**config.mk**
```make
export PLATFORM = sky130hd
export DESIGN_NAME = instr_mem_sync
export DESIGN_NICKNAME = d
export VERILOG_FILES = /design/src/rtl/instr_mem_sync.sv
export SDC_FILE = /design/constraint.sdc
export NUM_CORES = 1
export LEC_CHECK = 0
export ABC_AREA = 0
export BUFFER_PORTS_ARGS = -buffer_cell sky130_fd_sc_hd__buf_2
export CORE_MARGIN = 8
export CORE_UTILIZATION = 65
export DETAILED_ROUTE_END_ITERATION = 7
export HOLD_SLACK_MARGIN = 0.08
export PLACE_DENSITY = 0.83
export SYNTH_ARGS = -nofsm -noshare
export SYNTH_HDL_FRONTEND = slang
export SYNTH_SLANG_ARGS = --single-unit
```
**constraint.sdc**
```tcl
create_clock -name clk_i -period 3.25 [get_ports clk_i]
set_clock_uncertainty 0.1 [all_clocks]
set_input_delay 0.65 -clock clk_i [delete_from_list [all_inputs] [get_ports clk_i]]
set_output_delay 0.65 -clock clk_i [all_outputs]
set_load 0.02 [all_outputs]
```
**src/rtl/instr_mem_sync.sv**
```systemverilog
// instr_mem_sync: synchronous instruction memory for the IF stage.
//
// Registered read with one-cycle latency, a req/valid handshake and a
// stall hold.  A separate write port loads the program.  A saturating
// counter tracks accepted fetches for CPI measurement.
//
// Optional feature macro: INSTR_MEM_FAULT_EN
//   defined   : misaligned or out-of-range fetches return NOP (0) with
//               fault_o=1; out-of-range writes are dropped.
//   undefined : fault_o is tied 0; the low address bits are ignored and
//               word indices wrap modulo DEPTH for reads and writes.
//
// Ports:
//   clk_i        clock, rising edge
//   rst_i        asynchronous reset, active low
//   req_i        fetch request
//   addr_i       fetch byte address
//   stall_i      consumer not ready; holds the output register
//   instr_o      fetched instruction (registered)
//   valid_o      instr_o holds an accepted fetch
//   fault_o      fetch in instr_o faulted (qualified by valid_o)
//   wr_en_i      program-load write enable
//   wr_addr_i    write byte address
//   wr_data_i    write data
//   fetch_cnt_o  accepted fetch count, saturating
module instr_mem_sync #(
    parameter int    DATA_W    = 32,
    parameter int    DEPTH     = 32,
    parameter int    ADDR_W    = 32,
    parameter string INIT_FILE = "",
    parameter int    CNT_W     = 16
) (
    input  logic              clk_i,
    input  logic              rst_i,
    input  logic              req_i,
    input  logic [ADDR_W-1:0] addr_i,
    input  logic              stall_i,
    output logic [DATA_W-1:0] instr_o,
    output logic              valid_o,
    output logic              fault_o,
    input  logic              wr_en_i,
    input  logic [ADDR_W-1:0] wr_addr_i,
    input  logic [DATA_W-1:0] wr_data_i,
    output logic [CNT_W-1:0]  fetch_cnt_o
);

    localparam int IDX_W = (DEPTH > 1) ? $clog2(DEPTH) : 1;
    localparam logic [ADDR_W-3:0] DEPTH_W = (ADDR_W-2)'(DEPTH);
    localparam logic [CNT_W-1:0]  CNT_MAX = '1;

    logic [DATA_W-1:0] mem [DEPTH];

    // Storage is not touched by reset: it is zeroed once at time zero.
    initial begin
        for (int i = 0; i < DEPTH; i++) mem[i] = '0;
    end

    logic [ADDR_W-3:0] rd_word;
    logic [ADDR_W-3:0] wr_word;
    logic [IDX_W-1:0]  rd_idx;
    logic [IDX_W-1:0]  wr_idx;
    logic              wr_ok;
    logic              fault_det;
    logic              unused_bits;

    assign rd_word = addr_i[ADDR_W-1:2];
    assign wr_word = wr_addr_i[ADDR_W-1:2];

`ifdef INSTR_MEM_FAULT_EN
    // Index is only meaningful when in range; a faulting fetch never
    // uses the read data.
    assign rd_idx      = rd_word[IDX_W-1:0];
    assign wr_idx      = wr_word[IDX_W-1:0];
    assign wr_ok       = (wr_word < DEPTH_W);
    assign fault_det   = (addr_i[1:0] != 2'b00) || (rd_word >= DEPTH_W);
    assign unused_bits = ^wr_addr_i[1:0];
`else
    assign rd_idx      = IDX_W'(rd_word % DEPTH_W);
    assign wr_idx      = IDX_W'(wr_word % DEPTH_W);
    assign wr_ok       = 1'b1;
    assign fault_det   = 1'b0;
    assign unused_bits = ^{addr_i[1:0], wr_addr_i[1:0]};
`endif

    logic              wr_fire;
    logic [DATA_W-1:0] rd_data;
    logic              accept;
    logic              hold;

    assign wr_fire = wr_en_i && wr_ok;
    // Write-first: a same-edge write to the fetched word bypasses storage.
    assign rd_data = (wr_fire && (wr_idx == rd_idx)) ? wr_data_i : mem[rd_idx];
    assign hold    = stall_i && valid_o;
    assign accept  = req_i && !hold;

    always_ff @(posedge clk_i) begin
        if (wr_fire) mem[wr_idx] <= wr_data_i;
    end

    always_ff @(posedge clk_i or negedge rst_i) begin
        if (!rst_i) begin
            instr_o     <= '0;
            valid_o     <= 1'b0;
            fault_o     <= 1'b0;
            fetch_cnt_o <= '0;
        end else begin
            if (accept) begin
                instr_o <= fault_det ? '0 : rd_data;
                valid_o <= 1'b1;
                fault_o <= fault_det;
                if (fetch_cnt_o != CNT_MAX) fetch_cnt_o <= fetch_cnt_o + 1'b1;
            end else if (!hold) begin
                // No request: drop valid, keep the last word and fault flag.
                valid_o <= 1'b0;
            end
        end
    end

endmodule

```
==> run metrics, run 1 <==
initial antenna violation count 5; WP data arrival roughly 2900 ps; Buf/Inv on CP 3; Remaining DRCs 0; DRT Wirelength 116400 um; Max VDD drop between 0.0005 and 0.0006 V; Max Freq 408.1 MHz; Setup CP Type in2reg; reg2reg start valid_o; CTS tree done; Async S/R FF share, synth around 4.6%; Reg2Reg Setup Slack 950 ps; Initial Util 65.70%; area delta synth->final 14.24%; Port Buf Inserts 95; # clock sinks 1073; CP Cell Sequence buf_6 > buf_12 > buf_12 > mux4_2 > mux4_2 > mux2i_1 > o21ai_1; Synth Cell Area approximately 41000 sq um; RSZ-0062 raised after global routing no; All-Layer GR Usage roughly a third; post-synthesis net count between 1500 and 2000; clk slew on worst S/H paths about 60 ps; status finished clean; Unique masters post-synth about 60; die height about 270 um; cell taking the most area after synthesis edfxtp_1; RePlAce Congestion roughly 0.85; Non-Filler Instances 3000; Final Hold Violating Endpoints 0; first-pass GRT wire length around 160000 um; routed len/inst a little under 40 um; Floorplan Core Area between 60000 and 70000 sq um; Ports about 150; Slowest-stage cell, CP mux4_2; worst hold stages 2; vias in the first global route about 23000; Die ar. 72100 sq um; hpwl dp about 60000 um; top-area cell type share of the netlist area 74.19%; Pre-antenna DRT Iters 6; top flip-flop cell by instance count after synthesis edfxtp_1; max-slew violation count 0; Worst-Skew Late Latency between 600 and 700 ps; yosys warns 0; Tot Pwr between 20 and 30 mW; antenna violation net count after detailed routing 0; # rows 92; r2r endpoint instr_o[29]; dpl cells roughly 2800; NumNets Final roughly 2200; R2R depth 4; Mean Syn Cell Area between 20 and 25 sq um; critical path endpoint category flop; Syn Inst Count ~1800; Hold Path End valid_o; die width around 270 um; Vias/cell between 7 and 8; 1st-iter DRT viols between 3000 and 4000; fraction of layout cells with a size suffix above 1 a little under a third; Layout Utilization between 70% and 80%; min-delay worst type in2reg; Pleak 15.46 nW; worst-path maximum fanout 45; Overflow after GRT 0; number of setup violations in the final report 0; Seq/Total Area, Yosys 77.15%; root buffer cell clkbuf_16; htree depth 3; FILL cells around 3200; largest net degree at the start of global routing 63; EDFF count, synth approximately 1000; crit-path leading delay family multiplexers; Critical Path Max Stage Delay roughly 500 ps; Clock Path Buffers 3; fin crit share 75.40%; Hold Crit Start req_i; actual slew at the worst max-slew pin 1215 ps; DR vias roughly 22000; relative slew slack about a fifth; Critical Path Start Type input pin; max-cap violations 0; Worst Path Required ~3700 ps; Yosys reg bits 1073; Num CTS Buffers ~100; synth top area cells edfxtp_1 (74%), mux4_2 (14%), dfrtp_1 (3.0%); PD cells roughly 620 nW/um^2; Final min period approximately 2500 ps
-- flip-flops by register name (all words and copies together), names as in the netlist --
register and count:
mem 1024, instr_o 32, fetch_cnt_o 16, valid_o 1
-- metrics by stage --
stage          setup WS, ps  setup TNS, ps  hold WS [ps]  instance area, sq um
2_1_floorplan        -39.59          -8741         254.4                 41450
3_3_place_gp          302.2              0         373.5                 44030
3_5_place_dp          196.8              0         378.9                 44030
4_1_cts               878.6              0         113.2                 47320
5_1_grt               843.8              0         128.4                 47330
6_report              799.5              0         124.0                 47350
-- final cells by class --
cell class | count | area, sq um | area share, %
antenna | 9 | 22.52 | 0.04757
clock buffer | 135 | 2791 | 5.896
clock inverter | 54 | 496.7 | 1.049
inverter | 5 | 18.77 | 0.03964
multi-input combinational | 663 | 9080 | 19.18
sequential | 1073 | 31980 | 67.54
tap | 846 | 1059 | 2.236
timing repair buffer | 215 | 1903 | 4.019
-- power breakdown --
group | switching [mW] | leakage (nW) | internal, mW
combinational | 1.20 | 4.03 | 0.760
sequential | 0.207 | 9.83 | 15.4
clock | 5.08 | 1.60 | 6.74
-- layer usage --
layer | track usage (%) | wire, um | up-vias
met5 | 0 | 0 | -
li1 | - | - | 8296
met4 | 17.61 | 6980 | 0
met1 | 41.85 | 37480 | 11290
met3 | 7.002 | 14720 | 434
met2 | 52.62 | 57240 | 2012
-- synthesized netlist by cell type (all sizes together) (3+ instances only) --
master	number
nor2	46
dfrtp	49
a21oi	8
nand3b	5
and2	8
a22oi	46
buf	49
clkbuf	54
a221oi	38
a21o	3
o41ai	4
nor3	4
nor4	4
edfxtp	1024
nand2	16
mux4	256
o21ai	41
a221o	3
and3	8
xnor2	12
mux2i	97
xor2	6
a211oi	4
nand3	8
or3b	3
nor2b	6
nand2b	5
inv	5
nand4	3
-- worst max path at each step --
stage                            start     endpoint  slack [ps]  depth (start not counted)
final                        addr_i[3]  instr_o[24]         800                          7
after global routing         addr_i[3]  instr_o[24]         840                          7
after CTS                    addr_i[3]  instr_o[24]         880                          7
after detailed placement     addr_i[3]   instr_o[9]         200                          6
after global placement       addr_i[3]   instr_o[9]         300                          6
after floorplan           wr_addr_i[6]   mem[17][0]         -40                          3
-- layout by cell type (no fill, tap or decap), drive strengths merged, types with 4 or more instances in the layout --
master	count
a211oi	4
a21oi	8
a221oi	38
a22oi	46
and2	8
and3	8
buf	214
bufinv	9
clkbuf	135
clkinv	39
clkinvlp	4
dfrtp	49
diode	9
edfxtp	1024
inv	7
mux2i	97
mux4	256
nand2	16
nand2b	5
nand3	8
nand3b	5
nor2	46
nor2b	6
nor3	4
nor4	4
o21ai	41
o41ai	4
xnor2	12
xor2	6
-- what timing repair did --
| action | CTS | global route |
|---|---|---|
| buffers inserted | 0 | 0 |
| gates resized for setup | 0 | 0 |
| endpoints found under the hold margin | 22 | 0 |
| hold buffers | 1 | 0 |
-- kinds of logic (layout without fill, tap and decap cells) --
logic type                 count (synthesis)  count (layout)  synth area share (%)
DFF                                     1073            1073                 77.15
muxes                                    354             354                 16.28
AOI/OAI and AO/OA                        169             169                 3.140
and+or+nand+nor                          120             120                 1.443
buffers and inverters                    108             409                 1.564
xor gates and xnor gates                  18              18                0.3804
adders and majority gates                  1               1               0.03018
other                                      1              10              0.009048
No activity file was read; power rests on OpenSTA's default activity.
==> run 2: changes to the inputs <==
Settings changed: CORE_UTILIZATION 65 to 61, PLACE_DENSITY 0.83 to 0.79.
Clock period 3.25 ns to 2.4 ns, I/O delays scaled along.
==> run 2 against run 1 <==
Register-to-register slack got worse by 800 ps. Hold slack improved by 91 ps. Global-route usage fell by 4.0 points. Wire length fell by 5.5%. Sequential power rose by 35%. Sequential share of layout area fell by 1.5 points. Critical endpoint is now fetch_cnt_o[1].
==> run metrics, run 2 (synthesis results as in run 1) <==
fraction of layout cells with a size suffix above 1 33.20% (was 30.86%); die width 276.7 um (was 268.5 um); R2R depth 6 (was 4); area delta synth->final 16.78% (was 14.24%); critical path endpoint category flop (unchanged); root buffer cell clkbuf_16 (unchanged); WP data arrival 2690 ps (was 2860 ps); initial antenna violation count 4 (was 5); Tot Pwr 40.04 mW (was 29.40 mW); max reg flops 1024 (unchanged); Hold-fix buffers, CTS 3 (was 1); max-cap violations 0 (unchanged); relative slew slack 60.88% (was 18.72%); number of setup violations in the final report 0 (unchanged); PD cells 827.2 nW/um^2 (was 621.0 nW/um^2); Biggest register mem (unchanged); Die ar. 76540 sq um (was 72100 sq um); NumNets Final 2228 (was 2163); routed len/inst 35.60 um (was 38.81 um); Initial Util 61.60% (was 65.70%); CTS tree done (unchanged); design area 48400 sq um (was 47350 sq um); Final Hold Violating Endpoints 0 (unchanged); Floorplan Core Area 67280 sq um (was 63080 sq um); r2r endpoint fetch_cnt_o[1] (was instr_o[29]); Final min period 2250 ps; Overflow after GRT 0 (unchanged); DRT Wirelength 110000 um (was 116400 um); placed cell area 45020 sq um (was 44030 sq um); FILL cells 3686 (was 3234); most common cell after layout, fill and taps aside edfxtp_1 (unchanged); multi-input logic area 9080 sq um (unchanged); max-slew violation count 0 (unchanged); Register Area 31980 sq um (unchanged); antenna violation net count after detailed routing 0 (unchanged); RePlAce Congestion 0.8460 (was 0.8471); Num CTS Buffers 100 (was 103); commonest non-fill, non-tap cells in the layout edfxtp_1 (1024), mux4_2 (256), buf_4 (111) (was edfxtp_1 (1024), mux4_2 (256), clkbuf_16 (106)); Setup Fix Bufs, Post-CTS 0 (unchanged); 1st-iter DRT viols 3066 (was 3958); reg2reg start fetch_cnt_o[0] (was valid_o); clk slew on worst S/H paths 70 ps (was 60 ps); Top Registers mem (1024), instr_o (32), fetch_cnt_o (16) (unchanged); Worst-Skew Late Latency 670 ps (about the same); actual slew at the worst max-slew pin 572.0 ps (was 1215 ps); Remaining DRCs 0 (unchanged); Port Buf Inserts 95 (unchanged); Vias/cell 7.009 (was 7.342); All-Layer GR Usage 28.55% (was 32.57%); die height 276.7 um (was 268.5 um); # rows 95 (was 92); htree depth 3 (unchanged); Setup WS post-layout 150.0 ps (was 799.5 ps); Clock Path Buffers 3 (unchanged); status finished clean (unchanged); RSZ-0062 raised after global routing no (unchanged); Max VDD drop 0.0008035 V (was 0.0005922 V); Worst Path Required 2840 ps (was 3660 ps); DR vias 21660 (was 22030); worst-path maximum fanout 4 (was 45); Ports 151 (unchanged); Setup crit start fetch_cnt_o[0] (was addr_i[3]); Setup CP Type reg2reg (was in2reg); Critical Path Start Type flop (was input pin); min-delay worst type in2reg (unchanged); hpwl dp 59290 um (was 60700 um); fin crit share a little over nine tenths; Reg2Reg Setup Slack 150 ps (was 950 ps); Max Freq 444.4 MHz; # resized after CTS 0 (unchanged); first-pass GRT wire length 156800 um (was 163900 um); largest net degree at the start of global routing 50 (was 63); Pre-antenna DRT Iters 6 (unchanged); CP Capture Point fetch_cnt_o[1] (was instr_o[24]); # clock sinks 1073 (unchanged); Pleak 15.94 nW (was 15.46 nW); DP Worst Slack -193.7 ps (was 196.8 ps); vias in the first global route 22250 (was 22730)
-- run 2: worst min path at each step --
stage	cells past startpoint	start	end	slack, ps
2_1_floorplan	0	rst_i	fetch_cnt_o[0]	80
3_3_place_gp	1	fetch_cnt_o[9]	fetch_cnt_o[9]	370
3_5_place_dp	1	fetch_cnt_o[9]	fetch_cnt_o[9]	380
4_1_cts	1	wr_data_i[14]	mem[5][14]	170
5_1_grt	1	wr_data_i[8]	mem[4][8]	210
6_report	1	wr_data_i[14]	mem[5][14]	220
-- run 2: metal layers --
layer | routed length, um | GRT usage (%) | up-vias
met5 | 21 | 0 | -
met4 | 4634 | 10.99 | 4
met3 | 12940 | 6.570 | 315
met2 | 53310 | 46.24 | 1576
met1 | 39110 | 38.07 | 11350
li1 | - | - | 8415
-- run 2: cell type report --
| cell class | count | area share, % |
|---|---|---|
| Inverter | 5 | 0.03878 |
| Clock buffer | 126 | 5.543 |
| Timing Repair Buffer | 283 | 5.959 |
| Clock inverter | 61 | 1.342 |
| Sequential cell | 1073 | 66.07 |
| Antenna cell | 6 | 0.03102 |
| Tap cell | 873 | 2.257 |
| Multi-Input combinational cell | 663 | 18.76 |
-- run 2: metrics by stage --
step / hold WS, ps / cells / TNS (ps) / util [%]
CTS: 172.3 / 3084 / 0 / 71.92
global placement: 372.9 / 2894 / -2453 / 66.92
detailed placement: 376.1 / 2894 / -3131 / 66.92
finish: 215.4 / 3090 / 0 / 71.94
global route: 205.6 / 3084 / 0 / 71.92
floorplan: 84.41 / 1844 / -248800 / -
-- run 2: where the power goes --
group,internal (mW),total (mW),switching (mW)
clock,9.24,16.1,6.89
combinational,1.14,2.76,1.62
sequential,20.9,21.1,0.270
-- run 2: critical path: stages (launching register included) --
cell     delay (ps)
dfrtp_1         400
ha_1            240
and3_1          220
nand2_1          60
or4_1           590
nand2_1         180
mux2_1          330
